<file path="config.mk">
export PLATFORM = sky130hd
export DESIGN_NAME = seg7_scan_ctrl
export DESIGN_NICKNAME = d
export VERILOG_FILES = /design/src/rtl/seg7_pkg.sv /design/src/rtl/seg7_hex_decode.sv /design/src/rtl/seg7_scan_ctrl.sv
export SDC_FILE = /design/constraint.sdc
export NUM_CORES = 1
export LEC_CHECK = 0
export CORE_UTILIZATION = 35
export DETAILED_ROUTE_END_ITERATION = 7
export GPL_TIMING_DRIVEN = 0
export PLACE_DENSITY = 0.62
export SLEW_MARGIN = 20
export SYNTH_ARGS = -nofsm -noshare
export SYNTH_HDL_FRONTEND = slang
export SYNTH_SLANG_ARGS = --single-unit
</file>
<file path="constraint.sdc">
create_clock -name clk -period 7.39 [get_ports clk]
set_input_delay 1.478 -clock clk [delete_from_list [all_inputs] [get_ports clk]]
set_output_delay 1.478 -clock clk [all_outputs]
set_load 0.01 [all_outputs]
</file>
<file path="src/rtl/seg7_pkg.sv">
// Shared definitions for the seven-segment scan controller: scan states,
// segment bit positions and the hex-to-segment lookup.
package seg7_pkg;

  typedef enum logic [1:0] {
    ST_IDLE  = 2'd0,
    ST_BLANK = 2'd1,
    ST_ON    = 2'd2
  } scan_state_e;

  // Segment bit positions inside the 7-bit segment bus (bit0 = a).
  localparam int SEG_A = 0;
  localparam int SEG_B = 1;
  localparam int SEG_C = 2;
  localparam int SEG_D = 3;
  localparam int SEG_E = 4;
  localparam int SEG_F = 5;
  localparam int SEG_G = 6;

  // Active-low "everything dark" segment pattern.
  localparam logic [6:0] SEG_ALL_OFF = 7'h7F;

  // Places a pattern written left-to-right as a,b,c,d,e,f,g (1 = lit)
  // onto the segment bus bit positions.
  function automatic logic [6:0] seg_lit(input logic [6:0] abcdefg);
    logic [6:0] r;
    r        = '0;
    r[SEG_A] = abcdefg[6];
    r[SEG_B] = abcdefg[5];
    r[SEG_C] = abcdefg[4];
    r[SEG_D] = abcdefg[3];
    r[SEG_E] = abcdefg[2];
    r[SEG_F] = abcdefg[1];
    r[SEG_G] = abcdefg[0];
    return r;
  endfunction

  // Hex digit to lit-segment mask (active-high). b and d are lowercase,
  // A, C, E, F uppercase.
  function automatic logic [6:0] hex_to_lit(input logic [3:0] v);
    logic [6:0] r;
    case (v)
      4'h0:    r = seg_lit(7'b1111110);
      4'h1:    r = seg_lit(7'b0110000);
      4'h2:    r = seg_lit(7'b1101101);
      4'h3:    r = seg_lit(7'b1111001);
      4'h4:    r = seg_lit(7'b0110011);
      4'h5:    r = seg_lit(7'b1011011);
      4'h6:    r = seg_lit(7'b1011111);
      4'h7:    r = seg_lit(7'b1110000);
      4'h8:    r = seg_lit(7'b1111111);
      4'h9:    r = seg_lit(7'b1111011);
      4'hA:    r = seg_lit(7'b1110111);
      4'hB:    r = seg_lit(7'b0011111);
      4'hC:    r = seg_lit(7'b1001110);
      4'hD:    r = seg_lit(7'b0111101);
      4'hE:    r = seg_lit(7'b1001111);
      default: r = seg_lit(7'b1000111);
    endcase
    return r;
  endfunction

endpackage

</file>
<file path="src/rtl/seg7_hex_decode.sv">
// Combinational hex nibble to active-low seven-segment decoder.
module seg7_hex_decode
  import seg7_pkg::*;
(
  input  logic [3:0] hex_i,
  output logic [6:0] seg_n_o
);

  // Lookup the lit pattern and invert for active-low drive.
  always_comb begin
    seg_n_o = ~hex_to_lit(hex_i);
  end

endmodule

</file>
<file path="src/rtl/seg7_scan_ctrl.sv">
// Multiplexed seven-segment display scanner with anti-ghost blanking,
// PWM brightness, leading-zero blanking and tear-free frame updates.
//
// Handshake: load_i is a plain one-cycle strobe with no back-pressure; the
// inputs it qualifies are captured into the pending shadow on every cycle
// load_i is high. Pending contents move to the active (displayed) set only
// on the cycle frame_o is high, so a whole frame always shows one snapshot.
module seg7_scan_ctrl
  import seg7_pkg::*;
#(
  parameter int NUM_DIGITS   = 8,
  parameter int CLK_HZ       = 50_000_000,
  parameter int DIGIT_HZ     = 1000,
  parameter int BLANK_CYCLES = 16,
  parameter int PWM_BITS     = 4
) (
  input  logic                    clk,
  input  logic                    rst,
  input  logic                    en_i,
  input  logic                    load_i,
  input  logic [4*NUM_DIGITS-1:0] value_i,
  input  logic [NUM_DIGITS-1:0]   dp_i,
  input  logic [NUM_DIGITS-1:0]   digit_en_i,
  input  logic                    lz_blank_i,
  input  logic [PWM_BITS-1:0]     brightness_i,
  output logic [6:0]              seg_o,
  output logic                    dp_o,
  output logic [NUM_DIGITS-1:0]   an_o,
  output logic                    frame_o
);

  localparam int SLOT  = CLK_HZ / DIGIT_HZ;
  localparam int CNT_W = (SLOT > 2) ? $clog2(SLOT) : 1;
  localparam int DIG_W = (NUM_DIGITS > 1) ? $clog2(NUM_DIGITS) : 1;

  localparam logic [CNT_W-1:0] SLOT_LAST  = CNT_W'(SLOT - 1);
  localparam logic [CNT_W-1:0] BLANK_LAST = CNT_W'(BLANK_CYCLES - 1);
  localparam logic [DIG_W-1:0] DIG_LAST   = DIG_W'(NUM_DIGITS - 1);

  // Parameter sanity, caught at elaboration.
  if (NUM_DIGITS < 1 || NUM_DIGITS > 16) begin : g_bad_num_digits
    $error("seg7_scan_ctrl: NUM_DIGITS must be 1..16");
  end
  if (BLANK_CYCLES < 1) begin : g_bad_blank
    $error("seg7_scan_ctrl: BLANK_CYCLES must be at least 1");
  end
  if (SLOT <= BLANK_CYCLES + 1) begin : g_bad_slot
    $error("seg7_scan_ctrl: CLK_HZ/DIGIT_HZ must exceed BLANK_CYCLES+1");
  end

  // Scan state.
  scan_state_e            state_q, state_d;
  logic [DIG_W-1:0]       digit_q, digit_d;
  logic [CNT_W-1:0]       cnt_q, cnt_d;
  logic [PWM_BITS-1:0]    pwm_q, pwm_d;
  logic                   frame_q, frame_d;

  // Pending shadow and active (displayed) snapshot.
  logic [4*NUM_DIGITS-1:0] pend_value_q, act_value_q;
  logic [NUM_DIGITS-1:0]   pend_dp_q, act_dp_q;
  logic [NUM_DIGITS-1:0]   pend_den_q, act_den_q;
  logic                    pend_lz_q, act_lz_q;

  // Registered outputs.
  logic [6:0]            seg_q, seg_d;
  logic                  dp_q, dp_d;
  logic [NUM_DIGITS-1:0] an_q, an_d;

  // Per-digit visibility after enable and leading-zero blanking.
  logic [NUM_DIGITS-1:0] nz_at_or_above;
  logic [NUM_DIGITS-1:0] lz_keep;
  logic [NUM_DIGITS-1:0] visible;
  logic                  seen_nz;

  logic [3:0] cur_nibble;
  logic [6:0] cur_seg_n;

  // State register for the scan FSM and its counters.
  always_ff @(posedge clk or posedge rst) begin
    if (rst) begin
      state_q <= ST_IDLE;
      digit_q <= '0;
      cnt_q   <= '0;
      pwm_q   <= '0;
      frame_q <= 1'b0;
    end else begin
      state_q <= state_d;
      digit_q <= digit_d;
      cnt_q   <= cnt_d;
      pwm_q   <= pwm_d;
      frame_q <= frame_d;
    end
  end

  // Next-state logic: slot counter spans blank + on; frame pulses on every
  // entry into the blank of digit 0.
  always_comb begin
    state_d = state_q;
    digit_d = digit_q;
    cnt_d   = cnt_q;
    pwm_d   = pwm_q;
    frame_d = 1'b0;
    if (!en_i) begin
      state_d = ST_IDLE;
      digit_d = '0;
      cnt_d   = '0;
      pwm_d   = '0;
    end else begin
      case (state_q)
        ST_IDLE: begin
          state_d = ST_BLANK;
          digit_d = '0;
          cnt_d   = '0;
          pwm_d   = '0;
          frame_d = 1'b1;
        end
        ST_BLANK: begin
          cnt_d = cnt_q + CNT_W'(1);
          pwm_d = '0;
          if (cnt_q == BLANK_LAST) begin
            state_d = ST_ON;
          end
        end
        ST_ON: begin
          pwm_d = pwm_q + PWM_BITS'(1);
          if (cnt_q == SLOT_LAST) begin
            state_d = ST_BLANK;
            cnt_d   = '0;
            pwm_d   = '0;
            if (digit_q == DIG_LAST) begin
              digit_d = '0;
              frame_d = 1'b1;
            end else begin
              digit_d = digit_q + DIG_W'(1);
            end
          end else begin
            cnt_d = cnt_q + CNT_W'(1);
          end
        end
        default: begin
          state_d = ST_IDLE;
          digit_d = '0;
          cnt_d   = '0;
          pwm_d   = '0;
        end
      endcase
    end
  end

  // Pending capture on load_i; active update only on the frame_o cycle, so a
  // load in that same cycle lands in pending for the following frame.
  always_ff @(posedge clk or posedge rst) begin
    if (rst) begin
      pend_value_q <= '0;
      pend_dp_q    <= '0;
      pend_den_q   <= '0;
      pend_lz_q    <= 1'b0;
      act_value_q  <= '0;
      act_dp_q     <= '0;
      act_den_q    <= '0;
      act_lz_q     <= 1'b0;
    end else begin
      if (load_i) begin
        pend_value_q <= value_i;
        pend_dp_q    <= dp_i;
        pend_den_q   <= digit_en_i;
        pend_lz_q    <= lz_blank_i;
      end
      if (frame_q) begin
        act_value_q <= pend_value_q;
        act_dp_q    <= pend_dp_q;
        act_den_q   <= pend_den_q;
        act_lz_q    <= pend_lz_q;
      end
    end
  end

  // Leading-zero visibility: a digit survives if it or any higher digit is
  // non-zero; digit 0 always survives so an all-zero value shows "0".
  always_comb begin
    nz_at_or_above = '0;
    seen_nz        = 1'b0;
    for (int d = NUM_DIGITS - 1; d >= 0; d--) begin
      seen_nz           = seen_nz | (act_value_q[4*d +: 4] != 4'h0);
      nz_at_or_above[d] = seen_nz;
    end
    lz_keep    = nz_at_or_above;
    lz_keep[0] = 1'b1;
    visible    = act_den_q & (act_lz_q ? lz_keep : {NUM_DIGITS{1'b1}});
  end

  // Nibble of the digit currently being scanned.
  always_comb begin
    cur_nibble = act_value_q[{digit_q, 2'b00} +: 4];
  end

  seg7_hex_decode u_hex_decode (
    .hex_i   (cur_nibble),
    .seg_n_o (cur_seg_n)
  );

  // Output next values: dark unless scanning a visible digit in ON; the
  // anode is further gated by the PWM phase against live brightness.
  always_comb begin
    seg_d = SEG_ALL_OFF;
    dp_d  = 1'b1;
    an_d  = {NUM_DIGITS{1'b1}};
    if (en_i && (state_q == ST_ON) && visible[digit_q]) begin
      seg_d = cur_seg_n;
      dp_d  = ~act_dp_q[digit_q];
      if (pwm_q <= brightness_i) begin
        an_d[digit_q] = 1'b0;
      end
    end
  end

  // Output registers.
  always_ff @(posedge clk or posedge rst) begin
    if (rst) begin
      seg_q <= SEG_ALL_OFF;
      dp_q  <= 1'b1;
      an_q  <= {NUM_DIGITS{1'b1}};
    end else begin
      seg_q <= seg_d;
      dp_q  <= dp_d;
      an_q  <= an_d;
    end
  end

  assign seg_o   = seg_q;
  assign dp_o    = dp_q;
  assign an_o    = an_q;
  assign frame_o = frame_q;

endmodule

</file>
# Word level (Yosys, flattened, before mapping)
# Memory sizes are Yosys's and may differ from the RTL's.
# Cells that the tools add are included.
[word_totals]
mem_bits_ro = 112
n_memories = 1
out_inout_bits = 17
register_bits = 140
word_cells = 84
[mem_list]
columns = ["memory", "depth", "width", "read_ports", "rd_ports_with_merged_regs", "wr", "line_no", "text"]
rows = [
  ["(name not given)", 16, 7, 1, 0, 0, "seg7_pkg.sv:42", "case (v)"],
]
[op_classes]
bitwise_logic = 10
eq_ne = 8
n_lt_le_gt_ge = 3
reduce_logical = 13
shifts = 1
addsub = 3
muxes = 29
[ops]
columns = ["op", "n"]
rows = [
  ["16-bit two-way mux", 2],
  ["16-bit case mux with 2 select lines", 1],
  ["32-bit by 6-bit indexed part select with 4-bit output", 1],
  ["4-bit nonzero test", 7],
  ["8-bit two-way mux", 3],
  ["16-bit by 1-bit adder with 16-bit output, second input constant", 1],
  ["16-bit == test, second input constant", 1],
  ["16-bit by 4-bit == test with 1-bit output, second input constant", 1],
  ["4-bit two-way mux", 3],
  ["3-bit two-way mux", 3],
  ["8-bit bitwise AND", 1],
  ["8-bit NOT", 1],
  ["1-bit two-way mux", 7],
  ["7-bit two-way mux", 1],
  ["7-bit NOT", 1],
  ["1-bit binary-select mux with 3-bit select", 2],
  ["2-bit two-way mux", 3],
  ["3-bit != test, second input constant", 2],
  ["1-bit bitwise OR", 6],
  ["2-bit case mux with 3 select lines", 1],
  ["3-bit case mux with 2 select lines", 1],
  ["4-bit by 1-bit adder with 4-bit output, second input constant", 1],
  ["4-bit less-or-equal comparator", 1],
  ["3-bit by 4-bit less-than comparator with 1-bit output, second input constant", 1],
  ["12 further kinds", 15],
]

# Logic depth before layout (Yosys ltp)
[depth]
depth_word = 13
ltp_mapped = 11

# By module
# From an unflattened synthesis, not the netlist that was laid out.
[hier_totals]
hier_cells = 497
area_unflattened_um2 = 6467.5
[modules_own_cells]
columns = ["mod", "cells_per_inst", "area_per_inst_um2", "n_inst"]
rows = [
  ["seg7_scan_ctrl", 468, 6229.7, 1],
  ["seg7_hex_decode", 29, 237.7, 1],
]

# Least setup slack after synthesis
# Ideal clock, no wire load.
[synth_path]
path_type = "input-to-reg"
start = "in load_i"
end = "reg pend_value_q[10]"
setup_time_ps = 125
cell_stages = 3
slack_ps = 4738
t_arrival_ps = 2527
required_time_ps = 7265
cell_sequence = "buf_1 buf_1 mux2_2"
[synth_lines]
columns = ["element", "line_no", "text"]
rows = [
  ["start, declared", "seg7_scan_ctrl.sv:20", "input logic load_i,"],
  ["end signal, assigned", "seg7_scan_ctrl.sv:164", "pend_value_q <= value_i;"],
  ["end, declared", "seg7_scan_ctrl.sv:59", "logic [4*NUM_DIGITS-1:0] pend_value_q, act_value_q;"],
]
# No word-level cell between the ends.

# Worst setup path after layout
[layout_path]
start = "in en_i"
end = "reg seg_q[2], in the netlist seg_o[2]"
[layout_between]
elab_chain_len = 3
[layout_lines]
columns = ["element", "line_no", "text"]
rows = [
  ["start, declared", "seg7_scan_ctrl.sv:19", "input logic en_i,"],
  ["1-bit logical AND (2 in a row)", "seg7_scan_ctrl.sv:208", "if (en_i && (state_q == ST_ON) && visible[digit_q]) begin"],
  ["7-bit two-way mux", "seg7_scan_ctrl.sv:208", ""],
  ["net seg_d[2]", "seg7_scan_ctrl.sv:65", "logic [6:0] seg_q, seg_d;"],
  ["end signal, assigned", "seg7_scan_ctrl.sv:224", "seg_q <= seg_d;"],
  ["end, declared", "seg7_scan_ctrl.sv:65", ""],
]
# The timed path passes the listed nets, and every way through them passes these cells.
# A chain may end at the register's enable or synchronous reset.

==> impl_metrics.tcl <==
set metrics [dict create \
    fillCellCount 1533 \
    start_kind "primary input" \
    p_clk_frac 0.409 \
    ys_warn_count 0 \
    coreArea_mm2 0.01748 \
    power_density_mw_per_mm2 262.1 \
    dr_total_vias 4035 \
    vias_per_cell 5.031 \
    grt_antenna_before_repair 0 \
    drt_iter0_markers 219 \
    fp.dieH_um 136.4 \
    whs_ns 0.4641 \
    worstSetupPathType "primary input to flop" \
    tightest_slew_ns 0.9986 \
    critPathCaptureType "flop" \
    skew_ns 0.005533 \
    top_usage_layer "met2" \
    clkSlewWorstSetupHoldPaths_ns 0.06 \
    num_antenna_cells 0 \
    hold_path.class "flop to flop" \
    synth_async_sr_flop_share 1.000 \
    drive_gt1_frac 0.3033 \
    yosysSeqAreaShare 0.5571 \
    arrival_ns 3.56 \
    relSlewSlack 0.3287 \
    ys_types 52 \
    grt_usage 0.1568 \
    grt_pass1_wl_mm 21.85 \
    synthTopCellsByArea "dfrtp_1, mux2_2, dfstp_2, ha_1, mux4_2" \
    finalWirelength_mm 13.13 \
    clockBufferDepth 2 \
    use_met1 0.2200 \
    maxCapViolCount 0 \
    status "finished clean" \
    avgRoutedWirePerCell_um 16.37 \
    cts_resized 0 \
    clk-insertion-delay-late_ns 0.42 \
    cts_buffers 17 \
    die_w_um 136.4 \
    num_rows 48 \
    path_buf_inv 1 \
    critPathMaxStageDelay_ns 0.92 \
    seq_power_share 0.453 \
    area_growth_pct 25.86 \
    numPortBuffers 72 \
    internal_power_mw 1.563 \
    start_util 0.3619 \
    drv_slew 0 \
    yosys_most_used_dff "dfrtp_1" \
    p_switching_mw 0.5232 \
    synthCells 472 \
    drcViolationCount 0 \
    globalplace.congestion 0.7862 \
    grt_pass1_vias 4170 \
    peakVddDrop_v 0.0001775 \
    setup_tns_ns 0 \
    synth_top_cell_area_share 0.4906 \
    p_sw_frac 0.2507 \
    synth_area_per_cell_um2 13.40 \
    cp_data_required_time_ns 7.65 \
    synth_edf_count 0 \
    cts_root_buf "clkbuf_16" \
    pwr-share-comb 0.138 \
    critPathTopFamily "simple AND/OR/NAND/NOR gates" \
    grt_start_max_net_pins 99 \
    grt-ovfl-total 0 \
    layout.nets 639 \
    setup_violations 0 \
    htreeDepth 4 \
    hold_viol 0 \
    synth_nets 547 \
    dr.pass1.iters 4 \
    grt_setup_unrepaired "false" \
    clkSinkCount 140 \
    worstPathCellList "clkdlybuf4s50_1 -> nand2_1 -> nor4_2 -> o311ai_0" \
    netlist_area_mm2 0.006325 \
    drt.antenna.violating_nets 0 \
    final_min_period_over_clock_period 0.4462 \
    die_area_mm2 0.01861 \
    met2_usage 0.2332 \
    synth_top_cell_by_area "dfrtp_1" \
    power_leakage_nw 3.270 \
    yosys-top-cells-count "dfrtp_1, mux2_2, nor2_1" \
    layout_min_cycle_time_ns 3.297 \
    synth_most_common_cell "dfrtp_1" \
    use_met3 0.04586 \
    worst-path-max-fanout 7 \
    dpl.hpwl_mm 9.635 \
    postCtsSetupRepairBufs 0 \
    io-pin-count 74 \
    slowest_stage "nor4_2" \
    synth_seq_cells 140 \
    cts_tree "built" \
    fmax_ghz 0.3033 \
    cts_hold_buf 0 \
]
[layer usage]
metal  part of all wire  wire (µm)
met5                  0          0
met4             0.0087        114
met3              0.047        618
met2               0.46       5995
met1               0.49       6401
[power groups by stage]
| stage | sequential, mW | clock (mW) | combinational (mW) |
|---|---|---|---|
| after global placement | 0.957 | 0 | 0.275 |
| after detailed placement | 0.959 | 0 | 0.288 |
| final | 0.946 | 0.853 | 0.287 |
| after global routing | 0.961 | 0.911 | 0.317 |
| after CTS | 0.946 | 0.874 | 0.290 |
| after floorplan | 0.922 | 0 | 0.216 |
[registers in the layout (all words and copies together), names as in the netlist, 3 cells and up]
name,cells
pend_den_q,8
act_dp_q,8
an_o,8
act_value_q,32
digit_q,3
pend_value_q,32
act_den_q,8
cnt_q,16
pwm_q,4
seg_o,7
pend_dp_q,8
[kinds of logic (layout without fill, tap and decap cells)]
family,after synthesis,in the layout,share of synthesized area
AOI/OAI and AO/OA,42,42,0.04847
xor gates and xnor gates,16,16,0.02216
adders and majority gates,18,18,0.03561
buffers and inverters,35,140,0.03106
DFF,140,140,0.5571
muxes,115,115,0.2138
and+or+nand+nor,106,106,0.09179
[layout by cell type (no fill, tap or decap), types with 3 or more instances in the layout]
cell type / Yosys / routed
a21oi_1: 5 / 5
a31oi_1: 4 / 4
and2_1: 3 / 3
and3_1: 9 / 9
buf_1: 8 / 8
bufinv_16: 0 / 3
clkbuf_1: 7 / 7
clkbuf_16: 0 / 17
clkbuf_8: 5 / 5
clkdlybuf4s50_1: 0 / 72
clkinv_2: 0 / 5
clkinv_4: 0 / 3
clkinvlp_4: 0 / 3
dfrtp_1: 124 / 124
dfstp_2: 16 / 16
ha_1: 18 / 18
inv_1: 13 / 12
mux2_2: 101 / 101
mux2i_1: 8 / 8
mux4_2: 6 / 6
nand2_1: 20 / 20
nand3_1: 13 / 13
nand4_1: 7 / 7
nor2_1: 24 / 24
nor2b_1: 8 / 8
nor3_1: 5 / 5
nor4_1: 3 / 3
o21ai_0: 8 / 8
o221ai_1: 3 / 3
o311ai_0: 3 / 3
xnor2_1: 9 / 9
xor2_1: 7 / 7
[final timing paths]
check / cells past startpoint / to / start / slack, ns
max: 4 / seg_o[2] / en_i / 4.09
min: 1 / cnt_q[0] / cnt_q[0] / 0.46
max reg2reg: 7 / seg_o[2] / digit_q[1] / 4.89
min reg2reg: 1 / cnt_q[0] / cnt_q[0] / 0.46
max in group asynchronous: 3 / act_value_q[9] / rst / 5.18
min in group asynchronous: 2 / cnt_q[0] / rst / 1.45
[metrics by stage]
step                  util  power (mW)  setup WS, ns  cells  instance area, µm²
floorplan                -       1.137         2.186    472                6325
detailed placement  0.4212       1.247         3.653    770                7362
finish              0.4555       2.087         4.093    802                7960
global route        0.4555       2.188         4.015    802                7960
CTS                 0.4555       2.110         4.091    802                7960
global placement    0.4192       1.231        0.4348    769                7327
[cell type report]
class | instances | area [µm²] | share of cell area
sequential | 140 | 3523 | 0.4426
multi-input combinational | 297 | 2605 | 0.3273
timing repair buffer | 73 | 748.2 | 0.09400
clock buffer | 17 | 425.4 | 0.05344
tap | 225 | 281.5 | 0.03537
clock inverter | 15 | 172.7 | 0.02169
buffer | 22 | 147.6 | 0.01855
inverter | 13 | 56.30 | 0.007073
(Power assumes the default switching activity.)
